**config.mk**
```make
export PLATFORM = sky130hd
export DESIGN_NAME = payoff_averager
export DESIGN_NICKNAME = d
export VERILOG_FILES = /design/src/rtl/heston_pkg.sv /design/src/rtl/q131_scale_sat.sv /design/src/rtl/payoff_averager.sv
export SDC_FILE = /design/constraint.sdc
export NUM_CORES = 2
export LEC_CHECK = 0
export ABC_AREA = 1
export CAP_MARGIN = 20
export CORE_MARGIN = 3
export CORE_UTILIZATION = 48
export DETAILED_ROUTE_END_ITERATION = 10
export MAX_ROUTING_LAYER = met4
export PLACE_DENSITY = 0.69
export REMOVE_ABC_BUFFERS = 1
export SYNTH_ARGS = -nofsm -noshare
export SYNTH_HDL_FRONTEND = slang
export SYNTH_SLANG_ARGS = --single-unit
```
**constraint.sdc**
```tcl
create_clock -name i_clk -period 14.5 [get_ports i_clk]
set_input_delay 2.175 -clock i_clk [delete_from_list [all_inputs] [get_ports i_clk]]
set_output_delay 2.175 -clock i_clk [all_outputs]
set_load 0.1 [all_outputs]
```
**src/rtl/heston_pkg.sv**
```systemverilog
// Shared definitions for the Heston Monte Carlo pipeline (payoff_calculator,
// payoff_averager and the pricer top).
//   DATA_W   : width of payoffs, discount factor and prices
//   FRAC_W   : fractional bits of the unsigned Q1.31 discount factor
//   DISC_ONE : Q1.31 encoding of 1.0
//   state_e  : run-control states of the averager
package heston_pkg;

    localparam int unsigned DATA_W = 32;
    localparam int unsigned FRAC_W = 31;

    localparam logic [DATA_W-1:0] DISC_ONE = 32'h8000_0000;

    typedef enum logic [1:0] {
        IDLE  = 2'd0,
        ACCUM = 2'd1,
        SCALE = 2'd2,
        DONE  = 2'd3
    } state_e;

endpackage

```
**src/rtl/q131_scale_sat.sv**
```systemverilog
// Combinational unsigned value * Q1.31 factor, result >> FRAC_W, saturated
// to W bits.
//   i_mean    : unsigned value to scale
//   i_disc    : unsigned Q1.31 factor (DISC_ONE = 1.0, up to ~2.0)
//   o_price_c : scaled value, all-ones when it does not fit in W bits
module q131_scale_sat #(
    parameter int unsigned W = heston_pkg::DATA_W
) (
    input  logic [W-1:0] i_mean,
    input  logic [W-1:0] i_disc,
    output logic [W-1:0] o_price_c
);
    import heston_pkg::*;

    logic [2*W-1:0] w_prod;
    logic [2*W-1:0] w_scaled;

    // Full-width product; the largest operands still fit in 2*W bits.
    assign w_prod   = (2*W)'(i_mean) * (2*W)'(i_disc);
    assign w_scaled = w_prod >> FRAC_W;

    // Any bit above W means the result cannot be represented: clamp.
    assign o_price_c = (|w_scaled[2*W-1:W]) ? '1 : w_scaled[W-1:0];

endmodule

```
**src/rtl/payoff_averager.sv**
```systemverilog
// Accumulates 2^LOG2_PATHS per-path payoffs, takes the mean by right shift,
// applies a Q1.31 discount and presents the discounted option price.
//   i_clk, i_rst      : clock, synchronous active-low reset
//   i_start           : begins a run (honoured in IDLE/DONE), latches i_disc
//   i_disc            : Q1.31 discount factor
//   i_payoff_valid/i_payoff, o_payoff_ready : payoff stream handshake
//   o_busy            : run in progress (ACCUM or SCALE)
//   o_path_count      : payoffs accepted in the current or last run
//   o_price, o_price_valid : discounted mean, valid in DONE
module payoff_averager #(
    parameter int unsigned DATA_W     = heston_pkg::DATA_W,
    parameter int unsigned LOG2_PATHS = 10,
    parameter int unsigned ACC_W      = DATA_W + LOG2_PATHS
) (
    input  logic                  i_clk,
    input  logic                  i_rst,
    input  logic                  i_start,
    input  logic [DATA_W-1:0]     i_disc,
    input  logic                  i_payoff_valid,
    input  logic [DATA_W-1:0]     i_payoff,
    output logic                  o_payoff_ready,
    output logic                  o_busy,
    output logic [LOG2_PATHS:0]   o_path_count,
    output logic [DATA_W-1:0]     o_price,
    output logic                  o_price_valid
);
    import heston_pkg::*;

    localparam logic [LOG2_PATHS:0] LAST_BEAT =
        ((LOG2_PATHS+1)'(1) << LOG2_PATHS) - (LOG2_PATHS+1)'(1);

    state_e                r_state;
    state_e                w_next;
    logic                  w_load;
    logic                  w_accept;
    logic [ACC_W-1:0]      r_acc;
    logic [LOG2_PATHS:0]   r_count;
    logic [DATA_W-1:0]     r_disc;
    logic [DATA_W-1:0]     r_price;
    logic                  r_price_valid;
    logic                  r_ready;
    logic                  r_busy;
    logic [DATA_W-1:0]     w_mean;
    logic [DATA_W-1:0]     w_scaled;

    // State register.
    always_ff @(posedge i_clk) begin
        if (!i_rst) begin
            r_state <= IDLE;
        end else begin
            r_state <= w_next;
        end
    end

    // Next-state and run-control strobes.
    always_comb begin
        w_next   = r_state;
        w_load   = 1'b0;
        w_accept = 1'b0;
        case (r_state)
            IDLE, DONE: begin
                if (i_start) begin
                    w_load = 1'b1;
                    w_next = ACCUM;
                end
            end
            ACCUM: begin
                if (i_payoff_valid) begin
                    w_accept = 1'b1;
                    if (r_count == LAST_BEAT) begin
                        w_next = SCALE;
                    end
                end
            end
            SCALE: begin
                w_next = DONE;
            end
            default: begin
                w_next = IDLE;
            end
        endcase
    end

    // Truncating mean: drop the LOG2_PATHS fraction bits.
    assign w_mean = DATA_W'(r_acc >> LOG2_PATHS);

    q131_scale_sat #(
        .W (DATA_W)
    ) u_scale (
        .i_mean    (w_mean),
        .i_disc    (r_disc),
        .o_price_c (w_scaled)
    );

    // Datapath and registered outputs.
    always_ff @(posedge i_clk) begin
        if (!i_rst) begin
            r_acc         <= '0;
            r_count       <= '0;
            r_disc        <= '0;
            r_price       <= '0;
            r_price_valid <= 1'b0;
            r_ready       <= 1'b0;
            r_busy        <= 1'b0;
        end else begin
            if (w_load) begin
                r_acc         <= '0;
                r_count       <= '0;
                r_disc        <= i_disc;
                r_price       <= '0;
                r_price_valid <= 1'b0;
            end
            if (w_accept) begin
                r_acc   <= r_acc + ACC_W'(i_payoff);
                r_count <= r_count + (LOG2_PATHS+1)'(1);
            end
            if (r_state == SCALE) begin
                r_price       <= w_scaled;
                r_price_valid <= 1'b1;
            end
            // Ready/busy follow the state being entered, so they are flop outputs.
            r_ready <= (w_next == ACCUM);
            r_busy  <= (w_next == ACCUM) || (w_next == SCALE);
        end
    end

    assign o_payoff_ready = r_ready;
    assign o_busy         = r_busy;
    assign o_path_count   = r_count;
    assign o_price        = r_price;
    assign o_price_valid  = r_price_valid;

endmodule

```
Yosys cells after proc, flatten, opt, wreduce, memory -nomap -nowiden
Index checks and enable logic that the tools add are counted.
{ "classes": {"multipliers": 1, "n_mux": 17, "n_reduce_logical": 5, "n_eq_ne": 6, "n_addsub": 2} }
{ "ops": {"columns": ["op", "count"], "rows": [
  ["32-bit two-way mux", 3],
  ["42-bit two-way mux", 2],
  ["32-bit by 32-bit multiplier with 64-bit output", 1],
  ["42-bit by 32-bit adder with 42-bit output", 1],
  ["11-bit two-way mux", 2],
  ["11-bit by 1-bit adder with 11-bit output, second input constant", 1],
  ["11-bit by 10-bit equality test with 1-bit output, second input constant", 1],
  ["2-bit equality test, second input constant", 3],
  ["1-bit two-way mux", 6],
  ["2-bit two-way mux", 3],
  ["2-bit case mux with 3 select lines", 1],
  ["2-bit by 1-bit equality test with 1-bit output, second input constant", 2],
  ["2-bit nonzero test", 2],
  ["2-bit logical NOT", 1],
  ["2-bit OR reduction", 1],
  ["1-bit logical OR", 1]
]} }
{ "totals": {"output_inout_bits": 46, "inputBits": 68, "word_cells": 39, "reg_bits": 122} }

Logic depth before layout (Yosys ltp)
{ "depth": {"word_depth": 6, "mapped_depth": 34, "mapped_depth_nobuf": 32} }

By module
Synthesis repeated with hierarchy kept, for this count alone.
{ "unflattened": {"cells_unflattened": 5990, "area_unflattened_um2": 42726.0} }
{ "by_module_without_submodules": {"columns": ["module", "n_inst", "area_each_um2", "seq_area_each_um2", "cells_per_inst"], "rows": [
  ["q131_scale_sat", 1, 35302.6, 0.0, 4787],
  ["payoff_averager", 1, 7423.4, 2442.3, 1203]
]} }

Worst setup path before layout
Ideal clock, no wire load.
{ "synth_path": {"path_kind": "reg2reg", "startpoint": "register r_acc[40]", "endpoint": "register r_price[0] (netlist: o_price[0])", "arrival_ns": 6.548, "synth_period_minus_slack_ns": 6.680, "path_stages_with_launch": 32, "path_buffers": 3, "path_slack_ns": 7.820, "required_ns": 14.368, "setup_ns": 0.132, "cell_sequence": "dfxtp_1 clkbuf_1 clkbuf_1 nand2_1 fa_1 inv_1 fa_1 fa_1 inv_1 fa_1 inv_1 fa_1 fa_1 fa_1 inv_1 fa_1 inv_1 ha_1 nand2_1 nor2_1 inv_1 nor2_1 inv_1 nor3_1 nand2_2 nand2_1 nand2_1 nand2_2 buf_6 nand2_1 nand2_1 a21oi_1"} }
{ "synth_between": {"elab_chain_cells": 3} }
{ "synth_lines": {"columns": ["item", "line", "text"], "rows": [
  ["start: declaration", "payoff_averager.sv:36", "logic [ACC_W-1:0] r_acc;"],
  ["start signal: assignment", "payoff_averager.sv:114", "r_acc <= r_acc + ACC_W'(i_payoff);"],
  ["32-bit by 32-bit multiplier with 64-bit output", "q131_scale_sat.sv:19", "assign w_prod = (2*W)'(i_mean) * (2*W)'(i_disc);"],
  ["32-bit two-way mux", "q131_scale_sat.sv:23", "assign o_price_c = (|w_scaled[2*W-1:W]) ? '1 : w_scaled[W-1:0];"],
  ["32-bit two-way mux", "payoff_averager.sv:117", "if (r_state == SCALE) begin"],
  ["end signal: assignment", "payoff_averager.sv:118", "r_price <= w_scaled;"],
  ["end: declaration", "payoff_averager.sv:39", "logic [DATA_W-1:0] r_price;"]
]} }
No other way between the ends.
A chain may end at the register's enable or synchronous reset.

Worst setup path in the final report
{ "layout_path": {"startpoint": "register r_acc[25]", "endpoint": "register r_price[22] (netlist: o_price[22])"} }
The elaborated chain is that of the path after synthesis.

==> impl_metrics.toml <==
[routing]
highest_layer = "met4"
wl_met3_mm = 10.3
routed_via_density = 5.10
dr_wl_met2_mm = 60.6
routedLengthMet1_mm = 51.2
finalWirelength_mm = 127
wl_per_cell_um = 18.4
via_count = 35082
ant_nets = 0
drc = 0
drt_iter0_markers = 2517
dr.pass1.iters = 6

[floorplanning]
initial_core_util_pct = 48.8
io-pin-count = 114
fp.coreArea_um2 = 85900
die_area_um2 = 91000
die_h_um = 302
die_w_um = 302
fp-row-count = 107

[power]
power_w = 0.00139
cellPowerDensity_nw_per_um2 = 31.2
p_leak_nw = 26.7
ir_worst_vdd_v = 0.0000981

[cts]
cts_tree = "done"
cts_setup_buffers = 0
ctsResizeCount = 0
clock-sinks = 122
holdBufCountCts = 0
cts_inserted_buffers = 17
clkSlewWorstSetupHoldPaths_ns = 0.07
cts.path.max_buffers = 2
ctsHtreeMaxLevel = 4
clock_latency_ns = 0.50
root_buffer = "clkbuf_16"

[timing]
rsz0062_at_grt = "false"
slew_headroom_pct = 25.6
max_slew.worst_pin.slew_ns = 1.11
setup_viol = 0
fin_crit_sh_pct = 57.1
final.setup.tns_ns = 0
finalHoldViolCount = 0
finClkSkew_ns = 0.0176
fin_crit_ns = 8.28
hold-worst-slack_ns = 0.468
fmax_ghz = 0.121
slew_violations = 0

[critical_path]
reg2reg_setup_slack_ns = 6.22
slowest_stage = "dfxtp_1"
start_kind = "register"
critPathMostFrequentCell = "fa_1"
cp.arrival_ns = 8.63
cp-end-kind = "register"
cpPeakStageDelay_ns = 0.85
worstSetupPathType = "reg2reg"
crit_fanout = 32
required_ns = 14.85

[finish]
final_nets = 6974
syn_to_final_growth_pct = 6.17
drive_above_1_share_pct = 2.04
stdcell_count = 6873

[global_route]
grt_max_degree = 79
grt_first_pass_wirelength_mm = 205
grt_util_all_layers_pct = 30.1
grt_pass1_vias = 37469
antenna_found_initial = 2
overflow = 0

[yosys]
synth_flop_cell = "dfxtp_1"
syn-cell-area_um2 = 42000
syn_inst = 5801
async_flop_share_pct = 0
synth-edff-count = 0
syn_avg_cell_area_um2 = 7.24
ys_warn_count = 0
synth-seq-cells = 122
seq_area_frac_synth_pct = 5.82
ys_types = 42

[placement]
hpwl_mm = 102
place_inst = 6839
portBuffers = 113
gp_congestion = 0.970

[worst_hold_path]
hold_path_class = "reg2reg"

[flow_run]
drv_cap = 0

[outcome]
status = "complete, no violations"
state kept, by name (all words and copies together) (netlist names):
signal / cells
r_disc: 32
o_price: 32
o_path_count: 11
r_state: 2
r_acc: 42
o_busy: 1
o_price_valid: 1
o_payoff_ready: 1
Yosys cell counts (all sizes together), types with 6 or more instances:
cell type  instances  area (µm²)
ha               296        3700
nor4              12        75.1
a21oi            219        1100
fa               896       17900
buf               23         116
nand3b            20         150
nand4              9        56.3
nand3             87         440
xnor2              7        61.3
clkbuf           265         995
a21o              13        97.6
dfxtp            122        2440
nor3              16        85.1
nand2           1623        6100
a31oi             10        62.6
a22oi              6        45.0
inv             1706        6400
nor2             289        1090
o21bai            18         135
o21ai            136         681
power breakdown:
part	switching, W	internal [W]
Clock	0.000201	0.000258
Sequential	0.0000259	0.000348
Combinational	0.000376	0.000180
worst paths after layout:
check,depth (start not counted),endpoint,startpoint
worst min-delay path,2,r_acc[0],r_acc[0]
worst min register to register,2,r_acc[0],r_acc[0]
worst max-delay path,29,o_price[22],r_acc[25]
worst max register to register,29,o_price[22],r_acc[25]
logic make-up after synthesis:
kind of cell | share of synthesized area, %
XOR/XNOR | 0.167
adder cells (fa/ha/maj) | 51.6
AO/OA/AOI/OAI | 5.38
buffers and inverters | 17.9
flip-flops | 5.82
AND/OR/NAND/NOR | 19.2
stage by stage:
stage          worst slack, ns  util, %  cell area [µm²]
6_report                  6.22     51.9            44600
5_1_grt                   5.74     51.9            44600
4_1_cts                   6.30     51.8            44600
3_5_place_dp              6.34     51.2            44000
3_3_place_gp              6.35     51.1            43900
2_1_floorplan             7.51        -            40900
layout by cell type (no fill, tap or decap), drive strengths merged, types with 7 or more instances in the layout:
cell type | synthesis | layout
o21bai | 18 | 18
dfxtp | 122 | 122
a31oi | 10 | 10
o21ai | 136 | 136
clkbuf | 265 | 19
inv | 1706 | 1708
a21oi | 219 | 219
buf | 23 | 70
nor4 | 12 | 12
nor3 | 16 | 16
a21o | 13 | 13
ha | 296 | 296
nand3b | 20 | 20
fa | 896 | 896
clkdlybuf4s50 | 0 | 112
nand2 | 1623 | 1623
nor2 | 289 | 289
xnor2 | 7 | 7
nand3 | 87 | 87
nand4 | 9 | 9
critical path, delay by kind of cell, from the launching register on:
family | cells | cell delay (ns)
flops | 1 | 0.85
buf+inv | 6 | 0.92
fa+ha+maj | 9 | 4.32
simple gates | 13 | 1.91
compound gates | 1 | 0.07
area by class of cell:
type                            count  area, µm²
Fill cell                        8490      41400
Multi-Input combinational cell   3684      32000
Inverter                         1707       6410
Sequential cell                   122       2450
Timing Repair Buffer              182       1660
Tap cell                         1144       1430
Clock buffer                       19        443
Clock inverter                     13        144
Antenna cell                        2       5.00
per-layer routing:
layer	GRT usage, %	vias to the layer above
li1	-	16213
met1	38.0	17197
met2	49.7	1404
met3	4.65	268
met4	10.1	0
met5	-	-
Note: power is estimated with default switching activity, not from simulation.
